`src/rtl/square_wave_detector_pkg.sv`:
```
// Shared audio-path definitions for the tone detector: FSM states, default
// slicer/lock constants and the 440 Hz reference period.
package square_wave_detector_pkg;

    typedef enum logic [1:0] {
        SEARCH  = 2'd0,
        ARM     = 2'd1,
        MEASURE = 2'd2
    } state_e;

    localparam logic [31:0] DEF_THRESHOLD  = 32'd5_000_000;
    localparam logic [19:0] DEF_TOLERANCE  = 20'd1_000;
    localparam int          DEF_COUNT_W    = 20;
    localparam int          DEF_LOCK_COUNT = 4;

    // Two half periods of the oscillator's 56_818 terminal count (+1 each).
    localparam logic [19:0] PERIOD_440HZ   = 20'd113_638;

    function automatic logic [31:0] abs_diff(input logic [31:0] a, input logic [31:0] b);
        return (a >= b) ? (a - b) : (b - a);
    endfunction

endpackage

```
`src/rtl/square_wave_detector_level_slicer.sv`:
```
// Hysteresis slicer: turns signed samples into a held binary level and
// flags the 0->1 transitions of that level.
module level_slicer
    import square_wave_detector_pkg::*;
#(
    parameter logic [31:0] THRESHOLD = DEF_THRESHOLD
) (
    input  logic        clk_i,
    input  logic        rst_ni,
    input  logic [31:0] sample_i,
    input  logic        valid_i,
    output logic        level_o,
    output logic        level_known_o,
    output logic        rise_o
);

    localparam logic signed [31:0] POS_THR = $signed(THRESHOLD);
    localparam logic signed [31:0] NEG_THR = -$signed(THRESHOLD);

    logic hi_s;
    logic lo_s;
    logic level_d, level_q;
    logic known_d, known_q;

    assign hi_s = valid_i && ($signed(sample_i) > POS_THR);
    assign lo_s = valid_i && ($signed(sample_i) < NEG_THR);

    // Before any level is known a high sample is only an initial level, not an edge.
    assign rise_o        = hi_s && known_q && !level_q;
    assign level_o       = level_q;
    assign level_known_o = known_q;

    // Next held level: strict threshold crossings update it, the dead band holds it.
    always_comb begin
        level_d = level_q;
        known_d = known_q;
        if (hi_s) begin
            level_d = 1'b1;
            known_d = 1'b1;
        end else if (lo_s) begin
            level_d = 1'b0;
            known_d = 1'b1;
        end else begin
            level_d = level_q;
            known_d = known_q;
        end
    end

    // Held level registers.
    always_ff @(posedge clk_i or negedge rst_ni) begin
        if (!rst_ni) begin
            level_q <= 1'b0;
            known_q <= 1'b0;
        end else begin
            level_q <= level_d;
            known_q <= known_d;
        end
    end

endmodule

```
`src/rtl/square_wave_detector.sv`:
```
// Tone receiver: measures the period between rising edges of the sliced
// input, strobes each period, and tracks frequency lock and signal loss.
module square_wave_detector
    import square_wave_detector_pkg::*;
#(
    parameter logic [31:0] THRESHOLD  = DEF_THRESHOLD,
    parameter int          COUNT_W    = DEF_COUNT_W,
    parameter logic [19:0] TOLERANCE  = DEF_TOLERANCE,
    parameter int          LOCK_COUNT = DEF_LOCK_COUNT
) (
    input  logic               CLOCK_50,
    input  logic               reset_n,
    input  logic [31:0]        in,
    input  logic               in_valid,
    output logic               phase,
    output logic [COUNT_W-1:0] period,
    output logic               period_valid,
    output logic               locked,
    output logic               no_signal
);

    localparam logic [COUNT_W-1:0] CNT_MAX = '1;
    localparam logic [COUNT_W-1:0] CNT_ONE = COUNT_W'(1);
    localparam logic [3:0]         LOCK_N  = 4'(LOCK_COUNT);
    localparam logic [31:0]        TOL32   = {12'd0, TOLERANCE};

    state_e               state_d, state_q;
    logic [COUNT_W-1:0]   cnt_d, cnt_q;
    logic [COUNT_W-1:0]   period_d, period_q;
    logic                 pv_d, pv_q;
    logic                 locked_d, locked_q;
    logic                 nosig_d, nosig_q;
    logic [3:0]           match_d, match_q;
    logic                 first_d, first_q;
    logic                 level_s;
    logic                 level_known_s;
    logic                 rise_s;
    logic                 within_s;

    level_slicer #(
        .THRESHOLD (THRESHOLD)
    ) u_slicer (
        .clk_i         (CLOCK_50),
        .rst_ni        (reset_n),
        .sample_i      (in),
        .valid_i       (in_valid),
        .level_o       (level_s),
        .level_known_o (level_known_s),
        .rise_o        (rise_s)
    );

    assign within_s = abs_diff(32'(cnt_q), 32'(period_q)) <= TOL32;

    // FSM next state, period counter and lock tracking.
    always_comb begin
        state_d  = state_q;
        cnt_d    = cnt_q;
        period_d = period_q;
        pv_d     = 1'b0;
        locked_d = locked_q;
        nosig_d  = nosig_q;
        match_d  = match_q;
        first_d  = first_q;
        case (state_q)
            SEARCH, ARM: begin
                // A rise implies a known level, so SEARCH may jump straight to MEASURE.
                if (rise_s) begin
                    state_d = MEASURE;
                    cnt_d   = CNT_ONE;
                    first_d = 1'b1;
                    nosig_d = 1'b0;
                end else if (level_known_s) begin
                    state_d = ARM;
                end else begin
                    state_d = state_q;
                end
            end
            MEASURE: begin
                if (rise_s) begin
                    period_d = cnt_q;
                    pv_d     = 1'b1;
                    cnt_d    = CNT_ONE;
                    nosig_d  = 1'b0;
                    first_d  = 1'b0;
                    if (first_q) begin
                        match_d = 4'd0;
                    end else if (within_s) begin
                        match_d = (match_q < LOCK_N) ? (match_q + 4'd1) : match_q;
                    end else begin
                        match_d = 4'd0;
                    end
                    locked_d = (match_d == LOCK_N);
                end else if (cnt_q == CNT_MAX) begin
                    nosig_d  = 1'b1;
                    locked_d = 1'b0;
                    match_d  = 4'd0;
                    state_d  = ARM;
                end else begin
                    cnt_d = cnt_q + CNT_ONE;
                end
            end
            default: begin
                state_d = SEARCH;
            end
        endcase
    end

    // State, counter and output registers.
    always_ff @(posedge CLOCK_50 or negedge reset_n) begin
        if (!reset_n) begin
            state_q  <= SEARCH;
            cnt_q    <= '0;
            period_q <= '0;
            pv_q     <= 1'b0;
            locked_q <= 1'b0;
            nosig_q  <= 1'b1;
            match_q  <= 4'd0;
            first_q  <= 1'b0;
        end else begin
            state_q  <= state_d;
            cnt_q    <= cnt_d;
            period_q <= period_d;
            pv_q     <= pv_d;
            locked_q <= locked_d;
            nosig_q  <= nosig_d;
            match_q  <= match_d;
            first_q  <= first_d;
        end
    end

    assign phase        = level_s;
    assign period       = period_q;
    assign period_valid = pv_q;
    assign locked       = locked_q;
    assign no_signal    = nosig_q;

endmodule

```
`config.mk`:
```
export PLATFORM = sky130hd
export DESIGN_NAME = square_wave_detector
export DESIGN_NICKNAME = d
export VERILOG_FILES = /design/src/rtl/square_wave_detector_pkg.sv /design/src/rtl/square_wave_detector_level_slicer.sv /design/src/rtl/square_wave_detector.sv
export SDC_FILE = /design/constraint.sdc
export NUM_CORES = 1
export LEC_CHECK = 0
export CAP_MARGIN = 20
export CELL_PAD_IN_SITES_DETAIL_PLACEMENT = 0
export CELL_PAD_IN_SITES_GLOBAL_PLACEMENT = 1
export CORE_MARGIN = 3
export CORE_UTILIZATION = 42
export CTS_CLUSTER_SIZE = 8
export DETAILED_ROUTE_END_ITERATION = 10
export PLACE_DENSITY = 0.85
export SKIP_CTS_REPAIR_TIMING = 1
export SLEW_MARGIN = 40
export SYNTH_ARGS = -nofsm -noshare
export SYNTH_HDL_FRONTEND = slang
export SYNTH_SLANG_ARGS = --single-unit
```
`constraint.sdc`:
```
create_clock -name CLOCK_50 -period 3.8 [get_ports CLOCK_50]
set_input_delay 1.14 -clock CLOCK_50 [delete_from_list [all_inputs] [get_ports CLOCK_50]]
set_output_delay 1.14 -clock CLOCK_50 [all_outputs]
set_load 0.01 [all_outputs]
```
; ---- After elaboration in Yosys (flattened, before gate mapping)
; Cells that the tools add are included.
[totals]
elab_cells = 77
out_inout_bits = 24
regBits = 52
in_bits = 35
[op_classes]
addsub = 4
muxes = 31
reduce_logical = 16
magnitude_cmp = 5
n_eq_ne = 11
[op_table]
columns = operator, n
row1 = $mux 20, 3
row2 = $sub 20x20->21, 2
row3 = $pmux 20 s2, 1
row4 = $gt 32x24->1 const B, 1
row5 = $le 32x10->1 const B, 1
row6 = $lt 32x24->1 const B, 1
row7 = $mux 32, 1
row8 = $mux 4, 7
row9 = $add 20x1->20 const B, 1
row10 = $eq 20x20->1 const B, 1
row11 = $ge 20x20->1, 1
row12 = $mux 1, 12
row13 = $reduce_and 3->1, 4
row14 = $mux 2, 4
row15 = $ne 2x2->1 const B, 4
row16 = $ne 3x3->1 const B, 2
row17 = $reduce_bool 2->1, 3
row18 = $add 4x1->4 const B, 1
row19 = $eq 4x3->1 const B, 1
row20 = $logic_and 1x1->1, 4
row21 = $lt 4x3->1 const B, 1
row22 = $pmux 1 s2, 2
row23 = $pmux 2 s2, 1
row24 = $reduce_and 2->1, 2
row25 = other kinds (6), 6

; ---- Longest topological paths before layout
; Gate-level depths: netlist of the first run.
[logic_depth]
depth_word = 9
depth_mapped = 14
depth_no_buf = 12

; ---- Hierarchy
; From an unflattened synthesis of the first run, not the netlist that was laid out.
[unflattened]
cells_unflattened = 637
hier_area_um2 = 5004.8
[by_module_without_submodules]
columns = module, instances, cells_per_inst, area_each_um2
row1 = square_wave_detector, 1, 595, 4658.2
row2 = level_slicer, 1, 42, 346.6

; ---- Worst setup path before layout of the first run
; No wires, ideal clock.
[synth_path]
kind = in2reg
start = input port in[15]
end = register cnt_q[19]
arrival_time_ns = 3.329
n_path_buf = 0
stages = 10
slack_ns = 0.330
path_cell_list = nor4bb_1 o2111ai_1 a41oi_1 a41oi_1 a21oi_1 o2111a_1 nor2b_1 and2_1 xnor2_1 nor2_1
[synth_between]
elab_chain_len = 6
word_cells_on_any_way = 9
classes_between = order compare (1) / eq/ne (2) / mux (2) / reduce/logical (4)
[synth_rtl]
columns = element, line
row1 = from (decl), square_wave_detector.sv:13  ; input logic [31:0] in,
row2 = $gt 32x24->1 (*), square_wave_detector_level_slicer.sv:25  ; assign hi_s = valid_i && ($signed(sample_i) > POS_THR);
row3 = $logic_and 1x1->1 (*), square_wave_detector_level_slicer.sv:25
row4 = $logic_and 1x1->1 (*) (2 in series), square_wave_detector_level_slicer.sv:29  ; assign rise_o = hi_s && known_q && !level_q;
row5 = $ne 3x3->1 (no line) (tied with other cells), n/a
row6 = $reduce_and 3->1 (no line) / $pmux 20 s2 (equally long branches), n/a
row7 = to (signal assigned), square_wave_detector.sv:121  ; cnt_q <= cnt_d;
row8 = to (decl), square_wave_detector.sv:28  ; logic [COUNT_W-1:0] cnt_d, cnt_q;
; Every way passes the cells marked *; elsewhere a longest branch is shown, timed or not.
; A chain may end at the register's enable or synchronous reset.

; ---- Worst setup path after layout of the first run
[layout_path]
start = register period_q[1], in the netlist period[1]
end = register locked_q, in the netlist locked
[layout_between]
elab_chain_len = 9
word_cells_on_any_way = 11
classes_between = add/sub (2) / order compare (2) / eq/ne (1) / mux (6)
[layout_rtl]
columns = element, line
row1 = from (decl), square_wave_detector.sv:29  ; logic [COUNT_W-1:0] period_d, period_q;
row2 = from (signal assigned), square_wave_detector.sv:122  ; period_q <= period_d;
row3 = $sub 20x20->21 / $ge 20x20->1 (equally long branches), square_wave_detector_pkg.sv:20  ; return (a >= b) ? (a - b) : (b - a);
row4 = $mux 32 (*), square_wave_detector_pkg.sv:20
row5 = $le 32x10->1 (*), square_wave_detector.sv:52  ; assign within_s = abs_diff(32'(cnt_q), 32'(period_q)) <= TOL32;
row6 = $mux 4 (*), square_wave_detector.sv:87  ; end else if (within_s) begin
row7 = $mux 4 (*), square_wave_detector.sv:85  ; if (first_q) begin
row8 = $mux 4 (*), square_wave_detector.sv:79  ; if (rise_s) begin
row9 = $mux 4 (*), square_wave_detector.sv:64  ; case (state_q)
row10 = $eq 4x3->1 (*), square_wave_detector.sv:92  ; locked_d = (match_d == LOCK_N);
row11 = $mux 1 (*), square_wave_detector.sv:79
row12 = to (signal assigned), square_wave_detector.sv:124  ; locked_q <= locked_d;
row13 = to (decl), square_wave_detector.sv:31  ; logic locked_d, locked_q;
; Every way passes the cells marked *; elsewhere a longest branch is shown, timed or not. The select of a mux whose other input is x is not followed.

==> results of run 1 <==
layout make-up:
type	instances	share of cell area
timing repair buffer	98	0.148
clock buffer	5	0.0211
sequential	52	0.220
clock inverter	3	0.00486
inverter	51	0.0324
tap	140	0.0296
multi-input combinational	488	0.544
kinds of logic (layout without fill, tap and decap cells):
logic type,after synthesis,in the layout,share of synthesized area
AOI/OAI and AO/OA,192,192,0.255
xor gates and xnor gates,32,32,0.0581
adders and majority gates,42,42,0.109
buffers and inverters,76,157,0.0669
DFF,52,52,0.270
muxes,4,4,0.0112
and+or+nand+nor,218,218,0.230
metal layers:
metal	part of all wire	track usage	vias to the layer above
li1	-	-	2373
met4	0.014	0.0569	0
met5	0	0	-
met1	0.44	0.320	2384
met2	0.48	0.409	203
met3	0.069	0.0449	17
flip-flops by register name (all words and copies together), names as in the netlist:
signal	flops
u_slicer.level_known_o	1
match_q	4
no_signal	1
period_valid	1
first_q	1
state_q	2
locked	1
period	20
cnt_q	20
u_slicer.level_o	1
worst max-delay path by stage:
| stage | endpoint | slack [ps] | cells past startpoint | startpoint |
|---|---|---|---|---|
| floorplan | cnt_q[19]$_DFFE_PN0P_ | 330 | 10 | in[15] |
| global placement | cnt_q[19]$_DFFE_PN0P_ | 20 | 11 | in[11] |
| detailed placement | locked$_DFFE_PN0P_ | -60 | 11 | in[11] |
| CTS | locked$_DFFE_PN0P_ | 130 | 12 | period[1]$_DFFE_PN0P_ |
| global route | locked$_DFFE_PN0P_ | -20 | 11 | period[1]$_DFFE_PN0P_ |
| finish | locked$_DFFE_PN0P_ | 140 | 12 | period[1]$_DFFE_PN0P_ |
synth_stat cells, types with 3 or more instances:
master	number
nand2_1	65
o21ai_0	58
a21oi_1	51
dfrtp_1	51
inv_1	51
nor2_1	48
ha_1	42
xnor2_1	28
nand3_1	19
nand4_1	16
buf_2	15
a21o_1	12
nor4_1	11
nand2b_1	9
and2_1	8
a211oi_1	7
a31oi_1	7
clkbuf_1	7
nor2b_1	7
or3_1	7
nor3_1	6
o211ai_1	5
o21a_1	5
o31a_1	5
a211o_1	4
and4_1	4
o21bai_1	4
xor2_1	4
a41oi_1	3
o22ai_1	3
o311ai_0	3
o31ai_1	3
o31ai_2	3
power breakdown:
group	internal [mW]	switching (mW)	leakage, nW
combinational	0.741	1.01	1.84
sequential	0.664	0.113	0.626
clock	0.255	0.236	0.0767
through the flow:
stage	hold WS (ps)	power (mW)	worst slack (ps)	TNS, ps
final	507	3.02	143	0
after CTS	515	3.00	125	0
after global placement	491	2.48	16.7	0
after global routing	549	3.24	-18.5	-40.9
after detailed placement	492	2.49	-63.1	-72.1
after floorplan	448	1.84	330	0
==> impl_metrics.json, run 1 <==
{
  "crit_chain": "inv_1 > ha_1 > nor2b_1 > o31a_1 > o21ai_0 > nand3_1 > xnor2_1 > or3_1 > or4b_1 > a31oi_4 > nand4b_2 > o31ai_2",
  "die_y_um": 113,
  "status": "completed",
  "design_area_mm2": 0.00592,
  "maxSlewHeadroom": 0.568,
  "yosys_most_used_dff": "dfrtp_1",
  "n_antenna_cell": 0,
  "max_stage_delay_ps": 570,
  "cts_made_buffers": 5,
  "core_area_mm2": 0.0110,
  "hold_start": "u_slicer.level_known_o$_DFFE_PN0P_",
  "cts_tree": "yes",
  "cp_max_fo": 6,
  "final-seq-area_mm2": 0.00130,
  "min_path_type": "flop to flop",
  "end_kind": "flop",
  "port_buffers": 58,
  "grt_pass1_vias": 4946,
  "clockBufferDepth": 2,
  "grt_antenna_before_repair": 0,
  "finalHoldViolCount": 0,
  "clock_sinks": 52,
  "die_w_um": 113,
  "syn_nets": 693,
  "rows": 38,
  "nNetsFinal": 773,
  "r2r_slack_ps": 140,
  "period_share": 0.962,
  "synth_area_leaders": "dfrtp_1 26%, ha_1 11%, o21ai_0 6.0%",
  "cp.arrival_ps": 3870,
  "grt_first_pass_wirelength_mm": 25.0,
  "ys_types": 65,
  "dieArea_mm2": 0.0128,
  "crit_type": "flop to flop",
  "layout_commonest_cell": "nand2_1",
  "netlist.area_leader.share": 0.265,
  "wl_mm": 15.3,
  "worst_slew_pin_slew_ps": 642,
  "final_cell_count_no_fill": 837,
  "period_needed_ps": 3660,
  "finish.utilization": 0.536,
  "worst-path-buf-inv": 1,
  "setup-violations-final": 0,
  "slew_viol_final": 0,
  "multiInputGateArea_mm2": 0.00322,
  "start_kind": "flop",
  "synthArstFlopShare": 1.00,
  "io-pin-count": 59,
  "critical_path.top_delay_family": "simple AND/OR/NAND/NOR gates",
  "hold_depth": 1,
  "clk_latency_ps": 300,
  "syn_inst": 616,
  "grt_max_degree": 42,
  "maxCapViolCount": 0,
  "synth-edff-count": 0,
  "yosysWarnings": 0,
  "timing.fmax_ghz": 0.273,
  "cp.required_ps": 4010,
  "seq_area_frac_synth": 0.270,
  "layout_common_cells": "65 x nand2_1, 58 x o21ai_0, 57 x clkdlybuf4s50_1",
  "gp_congestion": 0.910,
  "viasPerCell": 5.95,
  "via_count": 4977,
  "rr_endpoint": "locked$_DFFE_PN0P_",
  "skew_ps": 10.5,
  "route.detailed.drc": 0,
  "reg2reg_from": "period[1]$_DFFE_PN0P_",
  "placed_cells": 829,
  "final_antenna_net_count": 0,
  "cts_max_level": 2,
  "syn_to_final_growth_pct": 22.7,
  "dp_hpwl_mm": 12.3,
  "grt_usage": 0.242,
  "firstDrtPassIters": 5,
  "drt_iter0_drc": 384,
  "hold_end": "u_slicer.level_known_o$_DFFE_PN0P_",
  "synth_area_per_cell_um2": 7.83,
  "grt_overflow_total": 0,
  "final_layout_size_suffix_gt1_frac": 0.0961,
  "p_per_area_mw_per_mm2": 511,
  "crit_slowest_cell": "or4b_1",
  "power_leakage_nw": 2.55,
  "dpl_cell_area_mm2": 0.00574,
  "wl_per_cell_um": 18.2,
  "syn-cell-area_mm2": 0.00482,
  "rsz0062_at_grt": "yes",
  "fill_cells": 1039,
  "peakVddDrop_v": 0.000363,
  "synth_top_area_cell": "dfrtp_1",
  "path_clk_slew_ps": 80,
  "start_util": 0.437,
  "r2r_cells": 12,
  "cts_root_buffer": "clkbuf_16",
  "ys_seq_elements": 52
}
No activity file was read; power rests on OpenSTA's default activity.
==> inputs of run 2 (changes only) <==
--- a/config.mk
+++ b/config.mk
@@ -5,6 +5,7 @@
 export SDC_FILE = /design/constraint.sdc
 export NUM_CORES = 1
 export LEC_CHECK = 0
+export ABC_CLOCK_PERIOD_IN_PS = 3800
 export CAP_MARGIN = 20
 export CELL_PAD_IN_SITES_DETAIL_PLACEMENT = 0
 export CELL_PAD_IN_SITES_GLOBAL_PLACEMENT = 1
@@ -14,7 +15,7 @@
 export DETAILED_ROUTE_END_ITERATION = 10
 export PLACE_DENSITY = 0.85
 export SKIP_CTS_REPAIR_TIMING = 1
-export SLEW_MARGIN = 40
+export SLEW_MARGIN = 10
 export SYNTH_ARGS = -nofsm -noshare
 export SYNTH_HDL_FRONTEND = slang
 export SYNTH_SLANG_ARGS = --single-unit
==> results of run 2 <==
Same layout as run 1: the final DEF is identical, and so are final timing and power.
==> inputs of run 3 (changes only) <==
--- a/config.mk
+++ b/config.mk
@@ -5,15 +5,15 @@
 export SDC_FILE = /design/constraint.sdc
 export NUM_CORES = 1
 export LEC_CHECK = 0
-export ABC_CLOCK_PERIOD_IN_PS = 3800
+export ABC_CLOCK_PERIOD_IN_PS = 3250
 export CAP_MARGIN = 20
 export CELL_PAD_IN_SITES_DETAIL_PLACEMENT = 0
 export CELL_PAD_IN_SITES_GLOBAL_PLACEMENT = 1
 export CORE_MARGIN = 3
-export CORE_UTILIZATION = 42
+export CORE_UTILIZATION = 38
 export CTS_CLUSTER_SIZE = 8
 export DETAILED_ROUTE_END_ITERATION = 10
-export PLACE_DENSITY = 0.85
+export PLACE_DENSITY = 0.81
 export SKIP_CTS_REPAIR_TIMING = 1
 export SLEW_MARGIN = 10
 export SYNTH_ARGS = -nofsm -noshare
==> constraint.sdc (replaced) <==
create_clock -name CLOCK_50 -period 3.25 [get_ports CLOCK_50]
set_input_delay 0.975 -clock CLOCK_50 [delete_from_list [all_inputs] [get_ports CLOCK_50]]
set_output_delay 0.975 -clock CLOCK_50 [all_outputs]
set_load 0.01 [all_outputs]
==> impl_metrics.json, run 3 (synthesis gave the netlist of run 1 again) <==
{
  "peakVddDrop_v": 0.000357,
  "wl_per_cell_um": 17.1,
  "grt_first_pass_wirelength_mm": 26.8,
  "worst-path-buf-inv": 2,
  "dpl_cell_area_mm2": 0.00685,
  "clk_latency_ps": 300,
  "p_comb_frac": 0.670,
  "start_util": 0.395,
  "cp.required_ps": 3460,
  "final-seq-area_mm2": 0.00130,
  "design_area_mm2": 0.00756,
  "met3WireLength_um": 888,
  "final_antenna_net_count": 0,
  "rows": 40,
  "dieArea_mm2": 0.0141,
  "status": "finished, violations left",
  "hold_end": "u_slicer.level_known_o$_DFFE_PN0P_",
  "critical_path.top_delay_family": "simple AND/OR/NAND/NOR gates",
  "grt_overflow_total": 0,
  "finalHoldViolCount": 0,
  "grt_pass1_vias": 5293,
  "cp.arrival_ps": 3510,
  "placed_cells": 999,
  "crit_chain": "ha_1 > buf_4 > nand2_1 > o21bai_2 > a21oi_2 > nor3_2 > xnor2_1 > or3_4 > or4b_4 > a31oi_2 > buf_6 > nand4b_4 > o31ai_4",
  "via_count": 5540,
  "finalPower_mw": 4.49,
  "slew_viol_final": 0,
  "timing.fmax_ghz": 0.303,
  "met2_length_mm": 8.31,
  "clock_sinks": 52,
  "whs_ps": 505,
  "clockBufferDepth": 2,
  "p_clk_frac": 0.138,
  "multiInputGateArea_mm2": 0.00363,
  "switching_power_mw": 1.84,
  "wl_mm": 17.4,
  "route.detailed.drc": 0,
  "rsz0062_at_grt": "yes",
  "pre_cts_ws_ps": -536,
  "final_layout_size_suffix_gt1_frac": 0.335,
  "final_cell_count_no_fill": 1020,
  "grt_max_degree": 42,
  "layout_common_cells": "191 x buf_4, 65 x nand2_1, 53 x clkdlybuf4s50_1",
  "crit_type": "flop to flop",
  "period_share": 1.02,
  "maxCapViolCount": 0,
  "end_kind": "flop",
  "seq_power_share": 0.192,
  "max_stage_delay_ps": 520,
  "layout_commonest_cell": "buf_4",
  "skew_ps": 9.98,
  "cts_tree": "yes",
  "cp_max_fo": 5,
  "rr_endpoint": "locked$_DFFE_PN0P_",
  "cts_max_level": 2,
  "tns_ps": -102,
  "die_y_um": 119,
  "r2r_slack_ps": -50,
  "nNetsFinal": 928,
  "reg2reg_from": "cnt_q[2]$_DFFE_PN0P_",
  "grt_antenna_before_repair": 0,
  "gp_congestion": 1.04,
  "hold_start": "u_slicer.level_known_o$_DFFE_PN0P_",
  "p_per_area_mw_per_mm2": 594,
  "port_buffers": 58,
  "grt_usage": 0.235,
  "switching_share": 0.410,
  "layout_setup_ws_ps": -54.0,
  "power_leakage_nw": 3.41,
  "cts_root_buffer": "clkbuf_16",
  "finish.utilization": 0.619,
  "core_area_mm2": 0.0122,
  "min_path_type": "flop to flop",
  "n_antenna_cell": 0,
  "setup.worst_path.start": "cnt_q[2]$_DFFE_PN0P_",
  "hold_depth": 1,
  "setup-violations-final": 3,
  "die_w_um": 119,
  "internal_power_mw": 2.65,
  "firstDrtPassIters": 5,
  "period_needed_ps": 3300,
  "path_clk_slew_ps": 70,
  "dp_hpwl_mm": 13.8,
  "syn_to_final_growth_pct": 56.8,
  "start_kind": "flop",
  "fill_cells": 1106,
  "viasPerCell": 5.43,
  "maxSlewHeadroom": 0.650,
  "io-pin-count": 59,
  "worst_slew_pin_slew_ps": 523,
  "drt_iter0_drc": 375,
  "crit_slowest_cell": "or4b_4",
  "cts_made_buffers": 5,
  "r2r_cells": 13,
  "wl_met1_mm": 7.82,
  "top_layer_used": "met4",
  "violations": "setup timing"
}
run 3: cell types whose count changed in the layout (fill, tap and decap cells not counted), sizes merged:
cell,before,now
clkinv,0,1
inv,54,51
clkdlybuf4s50,57,53
dlymetal6s2s,0,4
buf,41,196
clkbuf,5,6
bufinv,0,1
run 3: routing by layer:
layer	track usage	up-vias
met1	0.316	2648
met3	0.0191	27
met2	0.395	177
met4	0.0840	0
met5	0	-
li1	-	2688
run 3: final cells by class:
cell class | instances | share of cell area
inverters | 51 | 0.0253
well taps | 168 | 0.0278
multi-input cells | 488 | 0.480
clock inverters | 2 | 0.00463
flip-flops and latches | 52 | 0.172
repair buffers | 253 | 0.273
clock buffers | 6 | 0.0170
run 3: how the worst max path moves through the flow:
stage | end | slack, ps | cells past startpoint
3_5_place_dp | cnt_q[19]$_DFFE_PN0P_ | -540 | 12
4_1_cts | locked$_DFFE_PN0P_ | -370 | 13
5_1_grt | locked$_DFFE_PN0P_ | -180 | 16
3_3_place_gp | cnt_q[19]$_DFFE_PN0P_ | -490 | 12
2_1_floorplan | locked$_DFFE_PN0P_ | -50 | 13
6_report | locked$_DFFE_PN0P_ | -50 | 13
run 3: power by group through the flow:
stage	Combinational, mW	Sequential (mW)	Clock, mW
after floorplan	1.21	0.942	0
after global placement	2.64	0.863	0
after detailed placement	2.67	0.870	0
after CTS	2.70	0.858	0.629
after global routing	3.24	0.876	0.657
final	3.01	0.862	0.618
run 3: worst register-to-register path, cell delays in order, from the launching register on:
cell and delay (ps):
dfrtp_1 410, ha_1 360, buf_4 160, nand2_1 80, o21bai_2 210, a21oi_2 230
nor3_2 90, xnor2_1 130, or3_4 380, or4b_4 520, a31oi_2 160, buf_6 160
nand4b_4 150, o31ai_4 190
